<file path="config.mk">
export PLATFORM = sky130hd
export DESIGN_NAME = mem_arbiter_rr_flat
export DESIGN_NICKNAME = d
export VERILOG_FILES = /design/src/rtl/mem_arbiter_rr_if.sv /design/src/rtl/mem_arbiter_rr.sv /design/src/flat_wrapper.sv
export SDC_FILE = /design/constraint.sdc
export NUM_CORES = 1
export LEC_CHECK = 0
export CAP_MARGIN = 20
export CORE_AREA = 4 4 166 168
export DETAILED_ROUTE_END_ITERATION = 10
export DIE_AREA = 0 0 170 172
export DONT_BUFFER_PORTS = 1
export PLACE_DENSITY = 0.34
export SLEW_MARGIN = 5
export SYNTH_ARGS = -nofsm -noshare
export SYNTH_HDL_FRONTEND = slang
export SYNTH_SLANG_ARGS = --single-unit
export TNS_END_PERCENT = 30
</file>
<file path="constraint.sdc">
create_clock -name CLK -period 4.7 [get_ports CLK]
set_input_delay 1.175 -clock CLK [delete_from_list [all_inputs] [get_ports CLK]]
set_output_delay 1.175 -clock CLK [all_outputs]
set_load 0.02 [all_outputs]
</file>
<file path="src/rtl/mem_arbiter_rr_if.sv">
// Bundle of per-CPU cache request/response lanes and the shared RAM port.
// The arbiter connects through the master view; the environment uses the slave view.
interface mem_arbiter_rr_if #(
    parameter int CPUS   = 2,
    parameter int WORD_W = 32
);
    logic [CPUS-1:0]        iREN;
    logic [CPUS-1:0]        dREN;
    logic [CPUS-1:0]        dWEN;
    logic [CPUS*WORD_W-1:0] iaddr;
    logic [CPUS*WORD_W-1:0] daddr;
    logic [CPUS*WORD_W-1:0] dstore;
    logic [CPUS-1:0]        iwait;
    logic [CPUS-1:0]        dwait;
    logic [CPUS*WORD_W-1:0] iload;
    logic [CPUS*WORD_W-1:0] dload;
    logic [WORD_W-1:0]      ramload;
    logic [1:0]             ramstate;
    logic [WORD_W-1:0]      ramaddr;
    logic [WORD_W-1:0]      ramstore;
    logic                   ramREN;
    logic                   ramWEN;
    logic [CPUS-1:0]        rerr;

    modport master (
        input  iREN, dREN, dWEN, iaddr, daddr, dstore, ramload, ramstate,
        output iwait, dwait, iload, dload, ramaddr, ramstore, ramREN, ramWEN, rerr
    );

    modport slave (
        output iREN, dREN, dWEN, iaddr, daddr, dstore, ramload, ramstate,
        input  iwait, dwait, iload, dload, ramaddr, ramstore, ramREN, ramWEN, rerr
    );
endinterface

</file>
<file path="src/rtl/mem_arbiter_rr.sv">
// Round-robin arbiter sharing one RAM port among CPUS I/D cache pairs.
// IDLE picks a winner, XFER drives the RAM from the registered grant until completion.
module mem_arbiter_rr #(
    parameter int CPUS      = 2,
    parameter int WORD_W    = 32,
    parameter int ERR_RETRY = 1
) (
    input  logic               CLK,
    input  logic               nRST,
    mem_arbiter_rr_if.master   bus
);
    localparam int                CPU_W    = (CPUS > 1) ? $clog2(CPUS) : 1;
    localparam logic [CPU_W:0]    CPUS_L   = (CPU_W+1)'(CPUS);
    localparam logic [CPU_W-1:0]  CPU_LAST = CPU_W'(CPUS - 1);
    localparam logic [1:0]        RAM_ACCESS = 2'd2;
    localparam logic [1:0]        RAM_ERROR  = 2'd3;

    typedef enum logic {ST_IDLE = 1'b0, ST_XFER = 1'b1} state_t;
    typedef enum logic [1:0] {SRC_DRD = 2'd0, SRC_DWR = 2'd1, SRC_IRD = 2'd2} src_t;

    state_t            state_r;
    state_t            state_nxt_s;
    logic [CPU_W-1:0]  rr_r;
    logic [CPU_W-1:0]  rr_nxt_s;
    logic [CPU_W-1:0]  gnt_cpu_r;
    src_t              gnt_src_r;

    logic [WORD_W-1:0] iaddr_s  [CPUS];
    logic [WORD_W-1:0] daddr_s  [CPUS];
    logic [WORD_W-1:0] dstore_s [CPUS];
    logic [CPUS-1:0]   has_req_s;

    logic              win_found_s;
    logic [CPU_W-1:0]  win_cpu_s;
    src_t              win_src_s;
    logic [CPU_W:0]    cand_s;

    logic              req_live_s;
    logic              done_s;
    logic              ram_ren_s;
    logic              ram_wen_s;
    logic [WORD_W-1:0] ramaddr_s;
    logic [WORD_W-1:0] ramstore_s;
    logic [CPUS-1:0]   iwait_s;
    logic [CPUS-1:0]   dwait_s;
    logic [CPUS-1:0]   rerr_s;

    for (genvar k = 0; k < CPUS; k++) begin : g_slice
        assign iaddr_s[k]  = bus.iaddr[k*WORD_W +: WORD_W];
        assign daddr_s[k]  = bus.daddr[k*WORD_W +: WORD_W];
        assign dstore_s[k] = bus.dstore[k*WORD_W +: WORD_W];
        assign bus.iload[k*WORD_W +: WORD_W] = bus.ramload;
        assign bus.dload[k*WORD_W +: WORD_W] = bus.ramload;
    end

    assign has_req_s = bus.dREN | bus.dWEN | bus.iREN;

    // Round-robin winner search from rr, then intra-CPU source priority.
    always_comb begin
        win_found_s = 1'b0;
        win_cpu_s   = '0;
        win_src_s   = SRC_IRD;
        cand_s      = '0;
        for (int i = 0; i < CPUS; i++) begin
            cand_s = {1'b0, rr_r} + (CPU_W+1)'(i);
            if (cand_s >= CPUS_L) begin
                cand_s = cand_s - CPUS_L;
            end else begin
                cand_s = cand_s;
            end
            if (!win_found_s && has_req_s[cand_s[CPU_W-1:0]]) begin
                win_found_s = 1'b1;
                win_cpu_s   = cand_s[CPU_W-1:0];
            end else begin
                win_found_s = win_found_s;
            end
        end
        if (bus.dREN[win_cpu_s]) begin
            win_src_s = SRC_DRD;
        end else if (bus.dWEN[win_cpu_s]) begin
            win_src_s = SRC_DWR;
        end else begin
            win_src_s = SRC_IRD;
        end
    end

    // Whether the granted request is still asserted, and whether this cycle completes it.
    always_comb begin
        case (gnt_src_r)
            SRC_DRD: req_live_s = bus.dREN[gnt_cpu_r];
            SRC_DWR: req_live_s = bus.dWEN[gnt_cpu_r];
            SRC_IRD: req_live_s = bus.iREN[gnt_cpu_r];
            default: req_live_s = 1'b0;
        endcase
        done_s = (bus.ramstate == RAM_ACCESS) ||
                 ((bus.ramstate == RAM_ERROR) && (ERR_RETRY == 0));
    end

    // Next state and RAM/wait outputs; a low nRST forces the idle output values immediately.
    always_comb begin
        state_nxt_s = state_r;
        rr_nxt_s    = rr_r;
        ram_ren_s   = 1'b0;
        ram_wen_s   = 1'b0;
        ramaddr_s   = '0;
        ramstore_s  = '0;
        iwait_s     = '1;
        dwait_s     = '1;
        rerr_s      = '0;
        if (nRST) begin
            case (state_r)
                ST_IDLE: begin
                    if (win_found_s) begin
                        state_nxt_s = ST_XFER;
                    end else begin
                        state_nxt_s = ST_IDLE;
                    end
                end
                ST_XFER: begin
                    ramaddr_s  = (gnt_src_r == SRC_IRD) ? iaddr_s[gnt_cpu_r] : daddr_s[gnt_cpu_r];
                    ramstore_s = (gnt_src_r == SRC_DWR) ? dstore_s[gnt_cpu_r] : '0;
                    if (!req_live_s) begin
                        state_nxt_s = ST_IDLE;
                    end else begin
                        ram_ren_s = (gnt_src_r != SRC_DWR);
                        ram_wen_s = (gnt_src_r == SRC_DWR);
                        if (done_s) begin
                            if (gnt_src_r == SRC_IRD) begin
                                iwait_s[gnt_cpu_r] = 1'b0;
                            end else begin
                                dwait_s[gnt_cpu_r] = 1'b0;
                            end
                            rerr_s[gnt_cpu_r] = (bus.ramstate == RAM_ERROR);
                            state_nxt_s = ST_IDLE;
                            rr_nxt_s    = (gnt_cpu_r == CPU_LAST) ? '0 : gnt_cpu_r + CPU_W'(1);
                        end else begin
                            state_nxt_s = ST_XFER;
                        end
                    end
                end
                default: state_nxt_s = ST_IDLE;
            endcase
        end else begin
            state_nxt_s = ST_IDLE;
        end
    end

    // State, round-robin pointer and grant registers with synchronous reset.
    always_ff @(posedge CLK) begin
        if (!nRST) begin
            state_r   <= ST_IDLE;
            rr_r      <= '0;
            gnt_cpu_r <= '0;
            gnt_src_r <= SRC_DRD;
        end else begin
            state_r <= state_nxt_s;
            rr_r    <= rr_nxt_s;
            if ((state_r == ST_IDLE) && win_found_s) begin
                gnt_cpu_r <= win_cpu_s;
                gnt_src_r <= win_src_s;
            end
        end
    end

    assign bus.ramREN   = ram_ren_s;
    assign bus.ramWEN   = ram_wen_s;
    assign bus.ramaddr  = ramaddr_s;
    assign bus.ramstore = ramstore_s;
    assign bus.iwait    = iwait_s;
    assign bus.dwait    = dwait_s;
    assign bus.rerr     = rerr_s;
endmodule

</file>
<file path="src/flat_wrapper.sv">
// flat-port wrapper written by rule: the top's interface ports become plain ports
module mem_arbiter_rr_flat 
#(
    parameter int CPUS      = 2,
    parameter int WORD_W    = 32,
    parameter int ERR_RETRY = 1
)
  (CLK, nRST, bus_iREN, bus_dREN, bus_dWEN, bus_iaddr, bus_daddr, bus_dstore, bus_ramload, bus_ramstate, bus_iwait, bus_dwait, bus_iload, bus_dload, bus_ramaddr, bus_ramstore, bus_ramREN, bus_ramWEN, bus_rerr);
  mem_arbiter_rr_if #(.CPUS(CPUS), .WORD_W(WORD_W)) bus_i ();
  input  logic CLK;
  input  logic nRST;
  input wire logic [$bits(bus_i.iREN)-1:0] bus_iREN;
  input wire logic [$bits(bus_i.dREN)-1:0] bus_dREN;
  input wire logic [$bits(bus_i.dWEN)-1:0] bus_dWEN;
  input wire logic [$bits(bus_i.iaddr)-1:0] bus_iaddr;
  input wire logic [$bits(bus_i.daddr)-1:0] bus_daddr;
  input wire logic [$bits(bus_i.dstore)-1:0] bus_dstore;
  input wire logic [$bits(bus_i.ramload)-1:0] bus_ramload;
  input wire logic [$bits(bus_i.ramstate)-1:0] bus_ramstate;
  output wire logic [$bits(bus_i.iwait)-1:0] bus_iwait;
  output wire logic [$bits(bus_i.dwait)-1:0] bus_dwait;
  output wire logic [$bits(bus_i.iload)-1:0] bus_iload;
  output wire logic [$bits(bus_i.dload)-1:0] bus_dload;
  output wire logic [$bits(bus_i.ramaddr)-1:0] bus_ramaddr;
  output wire logic [$bits(bus_i.ramstore)-1:0] bus_ramstore;
  output wire logic [$bits(bus_i.ramREN)-1:0] bus_ramREN;
  output wire logic [$bits(bus_i.ramWEN)-1:0] bus_ramWEN;
  output wire logic [$bits(bus_i.rerr)-1:0] bus_rerr;
  assign bus_i.iREN = bus_iREN;
  assign bus_i.dREN = bus_dREN;
  assign bus_i.dWEN = bus_dWEN;
  assign bus_i.iaddr = bus_iaddr;
  assign bus_i.daddr = bus_daddr;
  assign bus_i.dstore = bus_dstore;
  assign bus_i.ramload = bus_ramload;
  assign bus_i.ramstate = bus_ramstate;
  assign bus_iwait = bus_i.iwait;
  assign bus_dwait = bus_i.dwait;
  assign bus_iload = bus_i.iload;
  assign bus_dload = bus_i.dload;
  assign bus_ramaddr = bus_i.ramaddr;
  assign bus_ramstore = bus_i.ramstore;
  assign bus_ramREN = bus_i.ramREN;
  assign bus_ramWEN = bus_i.ramWEN;
  assign bus_rerr = bus_i.rerr;
  mem_arbiter_rr #(.CPUS(CPUS), .WORD_W(WORD_W), .ERR_RETRY(ERR_RETRY)) u_core (.CLK(CLK), .nRST(nRST), .bus(bus_i));
endmodule
</file>
==> results.txt <==
Clk Latency, worst-skew pair: 0.22 ns
Clock sink total: 5
Status: finished clean
Hold buffers post-CTS: 0
Die area: 29,240 um^2
Slew Limit Fails: 0
Critical-path cell list: inv_1, o21ai_0, a311oi_2, nor4_1, nand2_1
Final setup violation count: 0
Seq/Total Area, Yosys: 0.03535
#FFs+latches synth: 5
Worst VDD drop: 0.07708 mV
Vias: 1,885
CTS max path bufs: 2
Die Ht: 172 um
Reg clk slew, reported paths: 0.03 ns
Final HPWL DP: 11.78 mm
Most frequent cells in the layout: nor2_1, mux2i_1, nor2b_1
Post-DP Area: 2347 um^2
Reg-to-Reg Start: u_core.gnt_cpu_r
R2r setup slk: 2.57 ns
# DRC: 0
Max-cap violation count: 0
Commonest non-fill, non-tap cell in the layout: nor2_1
Hold endpoint: u_core.rr_r
Hold Path Depth: 1
First-pass GRT wire length: 16.14 mm
First-pass detailed-route iteration total: 4
Post-cts sizing count: 0
Synthesized area per cell: 8.554 um^2
Hold Vio Cnt, Final: 0
Top post-synthesis cells by area: buf_4, mux4_2, mux2i_1
WL final: 13.14 mm
Post-Syn Instances: 331
Worst hold-check path type: register to register
Setup TNS: 0 ns
Avg WL per Cell: 24.20 um
Largest net degree at the start of global routing: 38
Cts bufs inserted: 3
Htree depth: 1
Final GP Congestion: 0.7140
DR iter-0 viols: 86
WS Path Type: input port to primary output
Total congestion overflow: 0
Vias per cell: 3.471
Worst Path Required: 3.52 ns
Total Routing Usage GR: 0.07808
Starting Density: 0.1093
Slew @ Worst Pin: 0.7279 ns
Cell taking the most area after synthesis: buf_4
Fraction of layout cells with a size suffix above 1: 0.2933
Top achievable clock speed: 0.2821 GHz
Initial antenna violation count: 2
Slew HR: 0.5147
Finished Cell Area: 2426 um^2
Slowest cell on the critical path: nor4_1
Worst hold start: u_core.rr_r
Worst Reg-to-Reg Cells: 5
Antenna-violating nets left: 0
R2r endpoint: u_core.rr_r
RSZ-0062 raised after global routing: no
Ant. Diodes: 0
Pleak: 0.0006418 uW
Clock Tree Root: clkbuf_16
Crit share post-route: 0.7541
Fin crit period: 3.544 ns
Pwr Density: 150.6 nW/um^2
CTS tree: built
Num rows: 59
Crit. End Element: primary output
Ports: 434
Synth warn: 0
Synthesized area: 2831 um^2
Synth top area share: 0.3473
Final-layout fill cell count: 3,005
DIE WIDTH: 170 um
Vias in the first global route: 2,080
Core box area: 25,910 um^2
I/O Buffers: 0
Buffers inserted by post-CTS timing repair: 0
CP max stage delay: 0.48 ns
Area Overhead vs Synth: -14.32%
Critical path arrival: 2.37 ns
Worst Setup Start Kind: input port
Distinct cells, synth: 30
Layout Nets: 443
Max FO, Critical Path: 6
Worst Skew: 0.0006001 ns
-- cells in the mapped netlist --
cell type  count
o32a_1         1
mux2i_1       34
nor3b_1        2
a31o_1         1
dfxtp_1        5
mux4_2        32
and2_1         1
nor2b_1       33
nor2_4         1
nor3_1         4
o21a_1         3
o21ai_0        5
a21oi_1        2
nand2_1        5
nor2_1        38
buf_4        131
inv_1          2
nand4_1        1
nor4_1         2
o32ai_1        1
nand3_1        2
a311oi_2       1
buf_6          1
nor3_2         1
or3b_1         1
a21boi_0       1
buf_2         10
nand2b_1       2
clkbuf_1       7
conb_1         1
-- metal layers --
layer | vias to the layer above | track usage | part of all wire
met5 | - | 0 | 0.0026
met4 | 4 | 0.01597 | 0.017
met3 | 30 | 0.01806 | 0.10
met2 | 218 | 0.1550 | 0.53
met1 | 869 | 0.08393 | 0.35
li1 | 764 | - | -
-- how the worst max path moves through the flow --
stage / startpoint / endpoint / slack [ns]
after floorplan: bus_dWEN[0] / bus_dwait[0] / 1.36
after CTS: u_core.gnt_cpu_r / bus_ramstore[21] / 1.09
final: bus_dWEN[0] / bus_iwait[0] / 1.16
after global routing: u_core.gnt_cpu_r / bus_ramstore[31] / 0.98
after detailed placement: bus_dWEN[0] / bus_dwait[0] / 1.16
after global placement: bus_dWEN[0] / bus_dwait[0] / 1.27
-- registers in the layout, indices dropped and copies added (netlist names) --
register,count
u_core.state_r,1
u_core.rr_r,1
u_core.gnt_cpu_r,1
u_core.gnt_src_r,2
-- stage by stage --
stage                     cells  power, uW  hold WS, ns     util  setup WS (ns)
final                       543      365.5       0.5849  0.09363          1.156
after global placement      539      228.7       0.5565  0.09059          1.268
after CTS                   543      373.4       0.5851  0.09363          1.089
after global routing        543      389.5       0.5906  0.09363         0.9818
after detailed placement    539      230.7       0.5747  0.09059          1.158
after floorplan             332      349.2       0.5140        -          1.358
-- area by class of cell --
| class | instances | area, um^2 | share of cell area |
|---|---|---|---|
| multi-input cells | 176 | 1659 | 0.6839 |
| well taps | 335 | 419.2 | 0.1728 |
| repair buffers | 21 | 157.7 | 0.06498 |
| flip-flops and latches | 5 | 103.9 | 0.04281 |
| clock buffers | 4 | 78.83 | 0.03249 |
| inverters | 2 | 7.507 | 0.003094 |
-- power by group --
group	total (uW)	internal [uW]	leakage [uW]	switching, uW
sequential	56.4	45.1	0.0000418	11.3
combinational	171	83.0	0.000562	88.4
clock	138	112	0.0000382	25.4
total	365	240	0.000642	125
-- cells by family (layout without fill, tap and decap cells) --
logic type             Yosys count  after routing  share of synthesized area
buffers and inverters          151             27                     0.3809
and+or+nand+nor                 93             93                     0.1697
muxes                           66             66                     0.3747
AOI/OAI and AO/OA               15             15                    0.03800
DFF                              5              5                    0.03535
other                            1              2                   0.001324
-- critical path: cells and delay by family --
kind	cells	cell delay, ns
buffers and inverters	1	0.03
AND/OR/NAND/NOR	2	0.74
AO/OA/AOI/OAI	2	0.44
Power figures use the tool's default switching activity.
